==> src/rtl/rr_issue_arbiter32.sv <==
// 32-requester round-robin issue-select arbiter with a registered one-hot grant and a valid/ready output.
// Optional build macro RR_ARB_PERF_EN adds o_stall_cnt, a saturating count of stalled-grant cycles.
module rr_issue_arbiter32 #(
    parameter logic [4:0] RESET_PTR = 5'd0
) (
    input  logic        i_clk,
    input  logic        i_rst_n,
    input  logic [31:0] i_req,
    input  logic        i_flush,
    input  logic        i_ready,
    output logic        o_valid,
    output logic [31:0] o_grant,
    output logic [4:0]  o_grant_idx
`ifdef RR_ARB_PERF_EN
    ,
    output logic [15:0] o_stall_cnt
`endif
);

    logic [4:0]  ptr_r;
    logic        valid_r;
    logic [31:0] grant_r;
    logic [4:0]  grant_idx_r;

    logic        any_req_s;
    logic        load_s;
    logic [4:0]  sel_idx_s;
    logic [31:0] sel_s;

    // First set request bit, searching upward from ptr and wrapping past 31.
    function automatic logic [4:0] rr_pick(input logic [31:0] req, input logic [4:0] ptr);
        logic [4:0] idx;
        logic [4:0] cand;
        logic       found;
        idx   = 5'd0;
        found = 1'b0;
        for (int i = 0; i < 32; i++) begin
            cand = ptr + 5'(i);
            if (!found && req[cand]) begin
                idx   = cand;
                found = 1'b1;
            end else begin
                found = found;
            end
        end
        return idx;
    endfunction

    // Combinational selection and load decision.
    always_comb begin
        any_req_s = |i_req;
        load_s    = !valid_r || i_ready;
        sel_idx_s = rr_pick(i_req, ptr_r);
        if (any_req_s) begin
            sel_s = 32'd1 << sel_idx_s;
        end else begin
            sel_s = 32'd0;
        end
    end

    // Grant register and priority pointer; a stalled grant ignores i_req entirely.
    always_ff @(posedge i_clk or negedge i_rst_n) begin
        if (!i_rst_n) begin
            ptr_r       <= RESET_PTR;
            valid_r     <= 1'b0;
            grant_r     <= 32'd0;
            grant_idx_r <= 5'd0;
        end else if (i_flush) begin
            valid_r     <= 1'b0;
            grant_r     <= 32'd0;
            grant_idx_r <= 5'd0;
        end else if (load_s) begin
            valid_r <= any_req_s;
            grant_r <= sel_s;
            if (any_req_s) begin
                grant_idx_r <= sel_idx_s;
                ptr_r       <= sel_idx_s + 5'd1;
            end else begin
                grant_idx_r <= 5'd0;
            end
        end
    end

    assign o_valid     = valid_r;
    assign o_grant     = grant_r;
    assign o_grant_idx = grant_idx_r;

`ifdef RR_ARB_PERF_EN
    logic [15:0] stall_cnt_r;

    // Saturating stall counter; survives flush, cleared only by reset.
    always_ff @(posedge i_clk or negedge i_rst_n) begin
        if (!i_rst_n) begin
            stall_cnt_r <= 16'd0;
        end else if (valid_r && !i_ready && !i_flush && (stall_cnt_r != 16'hFFFF)) begin
            stall_cnt_r <= stall_cnt_r + 16'd1;
        end
    end

    assign o_stall_cnt = stall_cnt_r;
`endif

endmodule

==> config.mk <==
export PLATFORM = sky130hd
export DESIGN_NAME = rr_issue_arbiter32
export DESIGN_NICKNAME = d
export VERILOG_FILES = /design/src/rtl/rr_issue_arbiter32.sv
export SDC_FILE = /design/constraint.sdc
export NUM_CORES = 1
export LEC_CHECK = 0
export BUFFER_PORTS_ARGS = -buffer_cell sky130_fd_sc_hd__buf_4
export CELL_PAD_IN_SITES_DETAIL_PLACEMENT = 1
export CELL_PAD_IN_SITES_GLOBAL_PLACEMENT = 1
export CORE_MARGIN = 3
export CORE_UTILIZATION = 32
export DETAILED_ROUTE_END_ITERATION = 12
export PLACE_DENSITY = 0.67
export SLEW_MARGIN = 25
export SYNTH_ARGS = -nofsm -noshare
export SYNTH_HDL_FRONTEND = slang
export SYNTH_SLANG_ARGS = --single-unit
==> constraint.sdc <==
create_clock -name i_clk -period 14.4 [get_ports i_clk]
set_input_delay 4.32 -clock i_clk [delete_from_list [all_inputs] [get_ports i_clk]]
set_output_delay 4.32 -clock i_clk [all_outputs]
set_load 0.01 [all_outputs]
==> results of run 1 <==
[layout make-up]
type                    count  area (um^2)
inverters                  21         78.8
flip-flops and latches     43         1080
multi-input cells         857         7290
fillers                  3139        17100
well taps                 341          427
clock inverters             2         12.5
repair buffers            105          792
clock buffers               6          129
[flip-flops by register name, summed over array words and instances (netlist names)]
register / count
o_grant: 32
o_grant_idx: 5
ptr_r: 5
o_valid: 1
[critical path: cells and delay by family]
family / cells / cell delay (ps)
buffers and inverters: 2 / 290
AND/OR/NAND/NOR: 5 / 1750
multiplexers: 2 / 1100
adder cells (fa/ha/maj): 1 / 200
AO/OA/AOI/OAI: 7 / 2000
[metrics by stage]
step                hold slack (ps)  cell area [um^2]  instances  util, %
detailed placement              475              9670       1367     35.9
finish                          486              9810       1375     36.4
global route                    511              9810       1375     36.4
global placement                472              9670       1367     35.9
CTS                             496              9810       1375     36.4
floorplan                       514              8790        996        -
[final timing paths]
path / start / to / slack (ps)
max: i_req[29] / o_grant[4] / 4950
min: o_grant_idx[2] / o_grant_idx[2] / 490
max reg2reg: ptr_r[1] / o_grant[4] / 6820
min reg2reg: o_grant_idx[2] / o_grant_idx[2] / 490
max in group asynchronous: i_rst_n / ptr_r[0] / 9960
min in group asynchronous: i_rst_n / o_grant[9] / 4010
[kinds of logic (layout without fill, tap and decap cells)]
logic type                 after synthesis  after routing  synth area share, %
xor gates and xnor gates                31             31                 3.26
AOI/OAI and AO/OA                      261            261                 22.3
adders and majority gates               17             17                 2.42
muxes                                  229            229                 35.6
buffers and inverters                   96            134                 5.05
and+or+nand+nor                        319            319                 19.2
DFF                                     43             43                 12.2
[metal layers]
layer	track usage, %	up-vias	routed length (um)	part of all wire [%]
met5	0	-	14	0.036
met4	10.3	2	1740	4.5
met3	3.91	99	3010	7.8
met2	39.1	446	17100	44
met1	36.5	4724	16600	43
li1	-	4047	-	-
[synth_stat cells (all sizes together), types with 17 or more instances]
cell type	instances	share of area (%)
a211oi	17	1.5
a21oi	38	2.3
a22o	17	1.7
a32o	25	2.8
buf	38	2.6
clkbuf	37	1.6
dfrtp	43	12
ha	17	2.4
inv	21	0.90
mux2	61	7.9
mux2i	109	13
mux4	59	15
nand2	83	3.6
nand3	17	0.97
nor2	70	3.1
nor3	47	2.9
nor4	21	2.0
o21ai	40	2.3
xnor2	25	2.7
==> metrics, run 1 <==
First DRT Iteration DRCs=1045; port bufs=73; Period minus WS final=9450 ps; Avg Cell Area, Syn=8.83 um^2; Final WS setup=4950 ps; Yosys reg bits=43; synthesized instance count=996; hpwl dp=29900 um; final routed DRC violation total=0; Worst Tran Pin Value=1100 ps; Hold Buf Count CTS=0; mean routed wirelength per cell=28.0 um; sequential fraction of the synthesis area=12.2%; All-Layer GR Usage=25.7%; RSZ-0062 raised after global routing=no; Cell variety after synth=99; type of origin of the critical path=input pin; Core Area=27000 um^2; Max Clock Freq=0.106 GHz; commonest non-fill, non-tap cell in the layout=mux2i_1; Crit path largest cell delay=640 ps; Ys Warns=0; final hold vios=0; setup violators final=0; commonest register cell after synthesis=dfrtp_1; Post-DRT Antenna Nets=0; final clock skew=3.30 ps; first-pass GRT wire length=58200 um; largest net degree at the start of global routing=72; Crit Path Category=in -> reg; Hold Crit Class=reg -> reg; Crit path required time=14620 ps; antenna violations before repair=1; I/O Pins=74; H-tree levels=2; Max-cap violations=0; WHS Path Cells=2; CTS tree=done; number of flops mapped to enable cells by yosys=0; status=completed; Std-Cell Rows=60; Rel. slew slack=26.2%; # diodes=0; Post-synth ARST share=100%; die area=29500 um^2; clock buffer count from CTS=5; GRT overflow=0; proportion of layout cells with a drive suffix above 1=25.0%; Die Y=172 um; first-pass iteration count of the detailed router=5; clock net sink count=43; CTS Root Cell=clkbuf_16; nets=1086; Critical-path top delay cell=mux2i_1; Syn-to-layout area delta=11.6%; setup_tns=0 ps; crit path cell chain=buf_4 -> mux4_2 -> mux2i_1 -> o22a_1 -> o21ai_2 -> or3_1 -> nor4_4 -> nand4_1 -> a21oi_1 -> nor2_1 -> o41ai_1 -> nand3_1 -> inv_1 -> ha_1 -> o21ai_0 -> a211oi_2 -> a22o_1; syn_nets=1049; initial cell density of the core=32.6%; period utilisation layout=65.6%; CP Max Fanout=10; Via density=6.78; Clock Tree Buf Depth=2; critical path capture point type=register; WL final=38500 um; Vias=9318; pins over their slew limit=0; Skew-Pair Late Insertion Delay=280 ps; Worst Reg2Reg Path Length in Cells=21; setup bufs post-CTS=0; die width=172 um; Routability Congestion=0.985; worst endpoint data arrival time=9670 ps; Place WS=4790 ps; most frequent cells in the layout=mux2i_1, buf_4, nand2_1, nor2_1, mux4_2; vias in the first global route=9138; Synth Cell Area=8790 um^2; clock slew at reported path FFs=60 ps; number of gates resized after cts=0
Power of run 1 is left out: the tool's default activity adds up to more than one toggle a clock period on the data nets, which glitch-free logic cannot reach.
==> run 2, diff against run 1 <==
Clock period 14.4 ns to 9.4 ns, I/O delays scaled along.
==> metrics, run 2 (synthesis results as in run 1) <==
number of gates resized after cts=0 (unchanged); Final WS setup=1350 ps (was 4950 ps); Rel. slew slack=25.0% (was 26.2%); Core Area=27000 um^2 (unchanged); CP bufs+invs=2 (unchanged); hpwl dp=30400 um (was 29900 um); die width=172 um (unchanged); WL final=38700 um (was 38500 um); period utilisation layout=85.6%; RSZ-0062 raised after global routing=no (unchanged); Post-DRT Antenna Nets=0 (unchanged); CP most frequent cell=mux2i_1; crit path capture=o_grant[0] (was o_grant[4]); I/O Pins=74 (unchanged); setup_tns=0 ps (unchanged); first-pass iteration count of the detailed router=5 (unchanged); Vias=9256 (was 9318); critical path capture point type=register (unchanged); commonest non-fill, non-tap cell in the layout=mux2i_1 (unchanged); Max Clock Freq=0.124 GHz; mean routed wirelength per cell=28.2 um (was 28.0 um); first-pass GRT wire length=57700 um (was 58200 um); largest net degree at the start of global routing=72 (unchanged); antenna violations before repair=2 (was 1); # diodes=0 (unchanged); Worst Reg2Reg Path Length in Cells=18 (was 21); R2R Path End=o_grant[0] (was o_grant[4]); Die Y=172 um (unchanged); most frequent cells in the layout=mux2i_1, buf_4, nand2_1, nor2_1, mux4_2 (unchanged); initial cell density of the core=32.6% (unchanged); Syn-to-layout area delta=11.3% (was 11.6%); nets=1083 (was 1086); CTS tree=done (unchanged); Critical-path top delay cell=mux2i_1 (unchanged); crit path cell chain=buf_4 -> mux4_2 -> mux2i_1 -> mux2_1 -> mux2i_1 -> or3b_1 -> nor3b_2 -> nand4_1 -> a21oi_1 -> nor2_1 -> o41ai_1 -> nand3_1 -> inv_1 -> ha_1 -> o21ai_0 -> a211oi_2 -> a22o_1 (was buf_4 -> mux4_2 -> mux2i_1 -> o22a_1 -> o21ai_2 -> or3_1 -> nor4_4 -> nand4_1 -> a21oi_1 -> nor2_1 -> o41ai_1 -> nand3_1 -> inv_1 -> ha_1 -> o21ai_0 -> a211oi_2 -> a22o_1); vias in the first global route=8964 (was 9138); clock net sink count=43 (unchanged); Clock Tree Buf Depth=2 (unchanged); pins over their slew limit=0 (unchanged); crit path launch=i_req[29] (unchanged); First DRT Iteration DRCs=908 (was 1045); Crit path required time=9610 ps (was 14620 ps); Std-Cell Rows=60 (unchanged); Via density=6.75 (was 6.78); Reg-to-Reg Start=ptr_r[2] (was ptr_r[1]); status=completed (unchanged); Worst Tran Pin Value=1120 ps (was 1100 ps); final hold vios=0 (unchanged); H-tree levels=2 (unchanged); Max-cap violations=0 (unchanged); proportion of layout cells with a drive suffix above 1=24.8% (was 25.0%); Hold Buf Count CTS=0 (unchanged); Place WS=1250 ps (was 4790 ps); internal reg-to-reg setup slack=2120 ps (was 6820 ps); Skew-Pair Late Insertion Delay=280 ps (about the same); setup bufs post-CTS=0 (unchanged); CP Depth=17 (unchanged); final routed DRC violation total=0 (unchanged); CTS Root Cell=clkbuf_16 (unchanged); Hold Crit Class=reg -> reg (unchanged); GRT overflow=0 (unchanged); setup violators final=0 (unchanged); CP Max Fanout=8 (was 10); CP top delay family=simple AND/OR/NAND/NOR gates (was compound AO/OA/AOI/OAI gates); Crit path largest cell delay=610 ps (was 640 ps); final clock skew=4.45 ps (was 3.30 ps); Period minus WS final=8050 ps; die area=29500 um^2 (unchanged); All-Layer GR Usage=25.7% (about the same); type of origin of the critical path=input pin (unchanged); clock buffer count from CTS=5 (unchanged); Crit Path Category=in -> reg (unchanged); max reg flops=32 (unchanged); worst endpoint data arrival time=8260 ps (was 9670 ps); port bufs=73 (unchanged); Routability Congestion=0.983 (was 0.985); clock slew at reported path FFs=60 ps (about the same)
run 2: cell types whose count changed in the layout (fill, tap and decap cells not counted), sizes merged:
cell | before | now
buf | 105 | 102
run 2: worst min path at each step:
stage | from | endpoint | cells past startpoint
floorplan | o_grant_idx[0] | o_grant_idx[0] | 2
global placement | o_grant_idx[2] | o_grant_idx[2] | 2
detailed placement | o_grant[25] | o_grant[25] | 1
CTS | o_grant_idx[2] | o_grant_idx[2] | 2
global route | o_grant[25] | o_grant[25] | 1
finish | o_grant_idx[2] | o_grant_idx[2] | 2
run 2: area by class of cell:
cell class                      count  area (um^2)
Fill cell                        3118        17200
Multi-Input combinational cell    857         7290
Sequential cell                    43         1080
Timing Repair Buffer              102          769
Tap cell                          341          427
Clock buffer                        6          129
Inverter                           21         78.8
Clock inverter                      2         12.5
run 2: metal layers:
metal	up-vias	GRT usage [%]	wire (um)
li1	4037	-	-
met4	0	9.30	1790
met3	92	5.15	3400
met5	-	0	0
met1	4617	35.8	16400
met2	510	39.7	17200
run 2: through the flow:
step                      instances  hold slack [ps]  utilization [%]  area, um^2
after global routing           1372              500             36.3        9790
final                          1372              492             36.3        9790
after global placement         1364              474             35.8        9640
after CTS                      1372              497             36.3        9790
after floorplan                 996              514                -        8790
after detailed placement       1364              483             35.8        9640
run 2: worst min-delay path, delay by kind of cell (launching register included):
kind | cells | cell delay [ps]
flops | 1 | 350
compound gates | 1 | 60
simple gates | 1 | 50
Power of run 2 is left out for the same reason.
